### config.mk
export PLATFORM = sky130hd
export DESIGN_NAME = rv32i_multicycle_ctrl_flat
export DESIGN_NICKNAME = d
export VERILOG_FILES = /design/src/rtl/rv32i_multicycle_ctrl_if.sv /design/src/rtl/rv32i_multicycle_ctrl.sv /design/src/flat_wrapper.sv
export SDC_FILE = /design/constraint.sdc
export NUM_CORES = 1
export LEC_CHECK = 0
export CORE_UTILIZATION = 42
export CTS_CLUSTER_DIAMETER = 120
export DETAILED_ROUTE_END_ITERATION = 16
export GPL_ROUTABILITY_DRIVEN = 0
export PLACE_DENSITY = 0.93
export SLEW_MARGIN = 10
export SYNTH_ARGS = -nofsm -noshare
export SYNTH_HDL_FRONTEND = slang
export SYNTH_SLANG_ARGS = --single-unit
### constraint.sdc
create_clock -name clk -period 2.5 [get_ports clk]
set_clock_uncertainty 0.1 [all_clocks]
set_input_delay 0.75 -clock clk [delete_from_list [all_inputs] [get_ports clk]]
set_output_delay 0.75 -clock clk [all_outputs]
set_load 0.01 [all_outputs]
### src/rtl/rv32i_multicycle_ctrl_if.sv
// rv32i_multicycle_ctrl_if: controller <-> datapath bundle for the multicycle RV32I core
//   master (controller): reads op/funct3/funct7b5/Zero/mem_ready, drives control strobes and selects
//   slave  (datapath)  : drives instruction fields, ALU flag and memory ready, consumes controls
interface rv32i_multicycle_ctrl_if;
  logic [6:0] op;
  logic [2:0] funct3;
  logic       funct7b5;
  logic       Zero;
  logic       mem_ready;
  logic       PCWrite;
  logic       AdrSrc;
  logic       MemWrite;
  logic       IRWrite;
  logic       RegWrite;
  logic [1:0] ResultSrc;
  logic [1:0] ALUSrcA;
  logic [1:0] ALUSrcB;
  logic [1:0] ImmSrc;
  logic [2:0] ALUControl;
  logic       trap;
  modport master (
    input  op, funct3, funct7b5, Zero, mem_ready,
    output PCWrite, AdrSrc, MemWrite, IRWrite, RegWrite,
           ResultSrc, ALUSrcA, ALUSrcB, ImmSrc, ALUControl, trap
  );
  modport slave (
    output op, funct3, funct7b5, Zero, mem_ready,
    input  PCWrite, AdrSrc, MemWrite, IRWrite, RegWrite,
           ResultSrc, ALUSrcA, ALUSrcB, ImmSrc, ALUControl, trap
  );
endinterface

### src/rtl/rv32i_multicycle_ctrl.sv
// rv32i_multicycle_ctrl: Moore control FSM for a multicycle RV32I datapath
//   clk   : rising-edge clock
//   reset : synchronous, active-low reset (forces write enables low while asserted)
//   bus   : master side of rv32i_multicycle_ctrl_if (instruction fields, Zero, mem_ready in;
//           PCWrite/AdrSrc/MemWrite/IRWrite/RegWrite/ResultSrc/ALUSrcA/ALUSrcB/ImmSrc/ALUControl/trap out)
module rv32i_multicycle_ctrl #(
  parameter bit MEM_WAIT_EN = 1'b1
) (
  input  logic                          clk,
  input  logic                          reset,
  rv32i_multicycle_ctrl_if.master       bus
);
  typedef enum logic [3:0] {
    FETCH, DECODE, MEMADR, MEMREAD, MEMWB, MEMWRITE,
    EXECUTER, EXECUTEI, ALUWB, BEQ, JAL, ILLEGAL
  } state_t;
  localparam logic [6:0] OP_LW  = 7'b0000011;
  localparam logic [6:0] OP_SW  = 7'b0100011;
  localparam logic [6:0] OP_R   = 7'b0110011;
  localparam logic [6:0] OP_I   = 7'b0010011;
  localparam logic [6:0] OP_BEQ = 7'b1100011;
  localparam logic [6:0] OP_JAL = 7'b1101111;
  localparam logic [1:0] ALU_ADD   = 2'b00;
  localparam logic [1:0] ALU_SUB   = 2'b01;
  localparam logic [1:0] ALU_FUNCT = 2'b10;
  state_t     state, state_n;
  logic       rdy;
  logic       pc_w, ir_w, mem_w, reg_w;
  logic [1:0] alu_op;
  logic [2:0] funct_ctl;
  assign rdy = MEM_WAIT_EN ? bus.mem_ready : 1'b1;
  always_ff @(posedge clk)
    if (!reset) state <= FETCH;
    else        state <= state_n;
  always_comb begin
    state_n = FETCH;
    case (state)
      FETCH:    state_n = rdy ? DECODE : FETCH;
      DECODE:   state_n = (bus.op == OP_LW || bus.op == OP_SW) ? MEMADR   :
                          (bus.op == OP_R)                      ? EXECUTER :
                          (bus.op == OP_I)                      ? EXECUTEI :
                          (bus.op == OP_BEQ)                    ? BEQ      :
                          (bus.op == OP_JAL)                    ? JAL      : ILLEGAL;
      MEMADR:   state_n = (bus.op == OP_LW) ? MEMREAD : MEMWRITE;
      MEMREAD:  state_n = rdy ? MEMWB : MEMREAD;
      MEMWRITE: state_n = rdy ? FETCH : MEMWRITE;
      MEMWB:    state_n = FETCH;
      EXECUTER: state_n = ALUWB;
      EXECUTEI: state_n = ALUWB;
      ALUWB:    state_n = FETCH;
      BEQ:      state_n = FETCH;
      JAL:      state_n = ALUWB;
      ILLEGAL:  state_n = ILLEGAL;
      default:  state_n = FETCH;
    endcase
  end
  always_comb begin
    pc_w          = 1'b0;
    ir_w          = 1'b0;
    mem_w         = 1'b0;
    reg_w         = 1'b0;
    alu_op        = ALU_ADD;
    bus.AdrSrc    = 1'b0;
    bus.ResultSrc = 2'b00;
    bus.ALUSrcA   = 2'b00;
    bus.ALUSrcB   = 2'b00;
    case (state)
      FETCH: begin
        ir_w          = rdy;
        pc_w          = rdy;
        bus.ALUSrcB   = 2'b10;
        bus.ResultSrc = 2'b10;
      end
      DECODE: begin
        bus.ALUSrcA = 2'b01;
        bus.ALUSrcB = 2'b01;
      end
      MEMADR: begin
        bus.ALUSrcA = 2'b10;
        bus.ALUSrcB = 2'b01;
      end
      MEMREAD:  bus.AdrSrc = 1'b1;
      MEMWRITE: begin
        bus.AdrSrc = 1'b1;
        mem_w      = 1'b1;
      end
      MEMWB: begin
        bus.ResultSrc = 2'b01;
        reg_w         = 1'b1;
      end
      EXECUTER: begin
        bus.ALUSrcA = 2'b10;
        alu_op      = ALU_FUNCT;
      end
      EXECUTEI: begin
        bus.ALUSrcA = 2'b10;
        bus.ALUSrcB = 2'b01;
        alu_op      = ALU_FUNCT;
      end
      ALUWB: reg_w = 1'b1;
      BEQ: begin
        bus.ALUSrcA = 2'b10;
        alu_op      = ALU_SUB;
        pc_w        = bus.Zero;
      end
      JAL: begin
        bus.ALUSrcA = 2'b01;
        bus.ALUSrcB = 2'b10;
        pc_w        = 1'b1;
      end
      default: ;
    endcase
  end
  // op[5] separates R-type (sub possible) from I-type, where bit 30 is immediate data
  assign funct_ctl = (bus.funct3 == 3'b000) ? ((bus.op[5] & bus.funct7b5) ? 3'b001 : 3'b000) :
                     (bus.funct3 == 3'b010) ? 3'b101 :
                     (bus.funct3 == 3'b110) ? 3'b011 :
                     (bus.funct3 == 3'b111) ? 3'b010 : 3'b000;
  assign bus.ALUControl = (alu_op == ALU_SUB)   ? 3'b001    :
                          (alu_op == ALU_FUNCT) ? funct_ctl : 3'b000;
  assign bus.ImmSrc = (bus.op == OP_SW)  ? 2'b01 :
                      (bus.op == OP_BEQ) ? 2'b10 :
                      (bus.op == OP_JAL) ? 2'b11 : 2'b00;
  // enables are masked while reset is held so an abandoned instruction cannot write
  assign bus.PCWrite  = reset & pc_w;
  assign bus.IRWrite  = reset & ir_w;
  assign bus.MemWrite = reset & mem_w;
  assign bus.RegWrite = reset & reg_w;
  assign bus.trap     = reset & (state == ILLEGAL);
endmodule

### src/flat_wrapper.sv
// flat-port wrapper written by rule: the top's interface ports become plain ports
module rv32i_multicycle_ctrl_flat 
#(
  parameter bit MEM_WAIT_EN = 1'b1
)
  (clk, reset, bus_op, bus_funct3, bus_funct7b5, bus_Zero, bus_mem_ready, bus_PCWrite, bus_AdrSrc, bus_MemWrite, bus_IRWrite, bus_RegWrite, bus_ResultSrc, bus_ALUSrcA, bus_ALUSrcB, bus_ImmSrc, bus_ALUControl, bus_trap);
  rv32i_multicycle_ctrl_if bus_i ();
  input  logic clk;
  input  logic reset;
  input wire logic [$bits(bus_i.op)-1:0] bus_op;
  input wire logic [$bits(bus_i.funct3)-1:0] bus_funct3;
  input wire logic [$bits(bus_i.funct7b5)-1:0] bus_funct7b5;
  input wire logic [$bits(bus_i.Zero)-1:0] bus_Zero;
  input wire logic [$bits(bus_i.mem_ready)-1:0] bus_mem_ready;
  output wire logic [$bits(bus_i.PCWrite)-1:0] bus_PCWrite;
  output wire logic [$bits(bus_i.AdrSrc)-1:0] bus_AdrSrc;
  output wire logic [$bits(bus_i.MemWrite)-1:0] bus_MemWrite;
  output wire logic [$bits(bus_i.IRWrite)-1:0] bus_IRWrite;
  output wire logic [$bits(bus_i.RegWrite)-1:0] bus_RegWrite;
  output wire logic [$bits(bus_i.ResultSrc)-1:0] bus_ResultSrc;
  output wire logic [$bits(bus_i.ALUSrcA)-1:0] bus_ALUSrcA;
  output wire logic [$bits(bus_i.ALUSrcB)-1:0] bus_ALUSrcB;
  output wire logic [$bits(bus_i.ImmSrc)-1:0] bus_ImmSrc;
  output wire logic [$bits(bus_i.ALUControl)-1:0] bus_ALUControl;
  output wire logic [$bits(bus_i.trap)-1:0] bus_trap;
  assign bus_i.op = bus_op;
  assign bus_i.funct3 = bus_funct3;
  assign bus_i.funct7b5 = bus_funct7b5;
  assign bus_i.Zero = bus_Zero;
  assign bus_i.mem_ready = bus_mem_ready;
  assign bus_PCWrite = bus_i.PCWrite;
  assign bus_AdrSrc = bus_i.AdrSrc;
  assign bus_MemWrite = bus_i.MemWrite;
  assign bus_IRWrite = bus_i.IRWrite;
  assign bus_RegWrite = bus_i.RegWrite;
  assign bus_ResultSrc = bus_i.ResultSrc;
  assign bus_ALUSrcA = bus_i.ALUSrcA;
  assign bus_ALUSrcB = bus_i.ALUSrcB;
  assign bus_ImmSrc = bus_i.ImmSrc;
  assign bus_ALUControl = bus_i.ALUControl;
  assign bus_trap = bus_i.trap;
  rv32i_multicycle_ctrl #(.MEM_WAIT_EN(MEM_WAIT_EN)) u_core (.clk(clk), .reset(reset), .bus(bus_i));
endmodule
==> reports/summary.json <==
{
  "largest_cells_by_area_after_synthesis": "sky130_fd_sc_hd__dfxtp_1 13%, sky130_fd_sc_hd__nor3_1 8.1%, sky130_fd_sc_hd__nand2_1 5.5%",
  "setup_slack_ns": -0.0244,
  "min_path_type": "flop to flop",
  "starting_utilization_of_the_core_area": 0.463,
  "clock_latency_ns": 0.23,
  "synth_cell_type_count": 39,
  "cp.required_ns": 1.65,
  "cts_tree": "built",
  "cts_htree_levels": 1,
  "dp.cells": 150,
  "syn_avg_cell_area_um2": 6.94,
  "mappedNetlistNets": 104,
  "capturing_element_type_of_the_critical_path": "output pin",
  "drt_drc_violations_left": 0,
  "synthTopCellsByCount": "10 x sky130_fd_sc_hd__nor3_1, 9 x sky130_fd_sc_hd__nand2_1, 6 x sky130_fd_sc_hd__a21oi_1",
  "dp.final_hpwl_um": 1830,
  "timing.slew.headroom": 0.748,
  "slew_violations": 0,
  "coreArea_mm2": 0.00133,
  "floorplan.die_area_mm2": 0.00163,
  "grt_pass1_vias": 823,
  "non_filler_cells_in_the_finished_layout": 157,
  "route.vias.total": 1012,
  "clk_path_buf_depth": 2,
  "numPortBuffers": 31,
  "maximum_number_of_pins_on_one_net_before_global_route_repair": 18,
  "layout_top_registers": "u_core.state: 4 flops",
  "final_antenna_net_count": 0,
  "postLayoutCoreUtil": 0.871,
  "ys_seq_area_frac": 0.130,
  "antenna_cells_inserted": 0,
  "dieWidth_um": 40.4,
  "ys_seq_elements": 4,
  "power_density_mw_per_mm2": 842,
  "initial_antenna_violation_count": 0,
  "drt_first_pass_iters": 4,
  "multiInputGateArea_um2": 548,
  "worst_ep_arrival_time_ns": 1.67,
  "max_fclk_ghz": 0.396,
  "largest_register_ff_count": 4,
  "placement_rows": 13,
  "drtIter0Drc": 50,
  "peakVddDrop_mv": 0.791,
  "final-hold-violation-count": 0,
  "synth_warnings": 0,
  "grt_pass1_wl_um": 3760,
  "finalNetCount": 159,
  "synthCells": 89,
  "period_needed_ns": 2.52,
  "yosys.area.top_type": "sky130_fd_sc_hd__dfxtp_1",
  "clkSinkCount": 4,
  "setup_viol": 1,
  "area.sequential_um2": 85.1,
  "status": "finished, violations left",
  "regMostFlops": "u_core.state",
  "grtUsageTotal": 0.347,
  "path_max_fanout": 4,
  "tightestPinTransition_ns": 0.375,
  "n_fill_cell": 65,
  "clkSlewWorstSetupHoldPaths_ns": 0.03,
  "synthesis.area_um2": 618,
  "yosys_most_used_dff": "sky130_fd_sc_hd__dfxtp_1",
  "post-route-period-util": 1.01,
  "route.detailed.wl_per_inst_um": 18.7,
  "post-synth-top-count-cell": "sky130_fd_sc_hd__nor3_1",
  "synthToLayoutAreaGrowth_pct": 87.9,
  "layout-drive-gt1-share": 0.394,
  "synth_top_area_share": 0.130,
  "timing.max_cap.violations": 0,
  "cts_made_buffers": 3,
  "grt_overflow_total": 0,
  "dr_vias_cell": 6.45,
  "holdBufCountCts": 0,
  "synth_enable_flop_cells": 0,
  "failed_checks": "negative setup slack",
  "critical_path_class": "primary input to output pin",
  "power_leakage_uw": 0.000577,
  "cts_root_buffer": "sky130_fd_sc_hd__clkbuf_4",
  "asyncSetResetFlopFracSynth": 0,
  "start_kind": "primary input",
  "die-height_um": 40.4,
  "ios": 32,
  "detail_route.wirelength_um": 2930
}
[worst paths after layout]
kind	slack [ns]	depth (start not counted)	startpoint	endpoint
min	0.49	2	u_core.state[0]	u_core.state[2]
min reg2reg	0.49	2	u_core.state[0]	u_core.state[2]
max reg2reg	0.97	5	u_core.state[2]	u_core.state[0]
max	-0.02	5	bus_op[3]	bus_ImmSrc[0]
[report_power, final]
part	total [uW]	internal [uW]	switching, uW	leakage (uW)
clock network	76.0	53.4	22.6	0.0000138
registers	130	92.4	38.0	0.0000344
logic	771	375	397	0.000529
total	978	521	457	0.000577
[metrics by stage]
| step | hold WS (ns) | area, um^2 | power (uW) | setup slack (ns) | setup TNS [ns] |
|---|---|---|---|---|---|
| 6_report | 0.487 | 1160 | 978 | -0.0244 | -0.0244 |
| 2_1_floorplan | 0.462 | 618 | 495 | 0.393 | 0 |
| 4_1_cts | 0.516 | 1090 | 902 | -0.0428 | -0.0885 |
| 3_3_place_gp | 0.504 | 1080 | 797 | -0.550 | -4.35 |
| 3_5_place_dp | 0.513 | 1080 | 838 | -0.572 | -4.60 |
| 5_1_grt | 0.493 | 1160 | 1030 | -0.0527 | -0.0912 |
[critical path: stages]
cell and delay (ns):
sky130_fd_sc_hd__dlygate4sd2_1 0.29, sky130_fd_sc_hd__nor2_1 0.23, sky130_fd_sc_hd__nand2_1 0.11, sky130_fd_sc_hd__a21oi_1 0.14
sky130_fd_sc_hd__buf_2 0.15
[per-layer routing]
metal / track usage / up-vias / wire, um
li1: - / 437 / -
met1: 0.377 / 462 / 1080
met2: 0.571 / 90 / 1440
met3: 0.117 / 23 / 279
met4: 0.217 / 0 / 125
met5: 0 / - / 0
[kinds of logic (layout without fill, tap and decap cells)]
logic type,after synthesis,in the layout,share of synthesized area
muxes,1,1,0.0162
DFF,4,4,0.130
AOI/OAI and AO/OA,22,22,0.241
xor gates and xnor gates,2,2,0.0283
and+or+nand+nor,51,51,0.510
buffers and inverters,9,62,0.0749
[area by class of cell]
cell class / count / share of cell area
timing repair buffer: 55 / 0.406
inverter: 4 / 0.0129
clock buffer: 3 / 0.0194
multi-input combinational: 76 / 0.472
sequential: 4 / 0.0733
tap: 15 / 0.0162
[placed cells by master (no fill, tap or decap), types with 4 or more instances in the layout]
master and n:
sky130_fd_sc_hd__a21oi_1 6, sky130_fd_sc_hd__buf_2 9, sky130_fd_sc_hd__buf_4 18, sky130_fd_sc_hd__buf_6 4, sky130_fd_sc_hd__dfxtp_2 4, sky130_fd_sc_hd__dlygate4sd2_1 15
sky130_fd_sc_hd__dlymetal6s2s_1 6, sky130_fd_sc_hd__nand2_1 9, sky130_fd_sc_hd__nand2b_1 4, sky130_fd_sc_hd__nor3_1 6, sky130_fd_sc_hd__nor3_2 4
[repair_timing]
action	CTS	global route
setup endpoints to repair	15	8
buffers inserted	3	0
gates resized for setup	56	18
gates cloned	0	1
pin swaps	6	3
(Power assumes the default switching activity.)
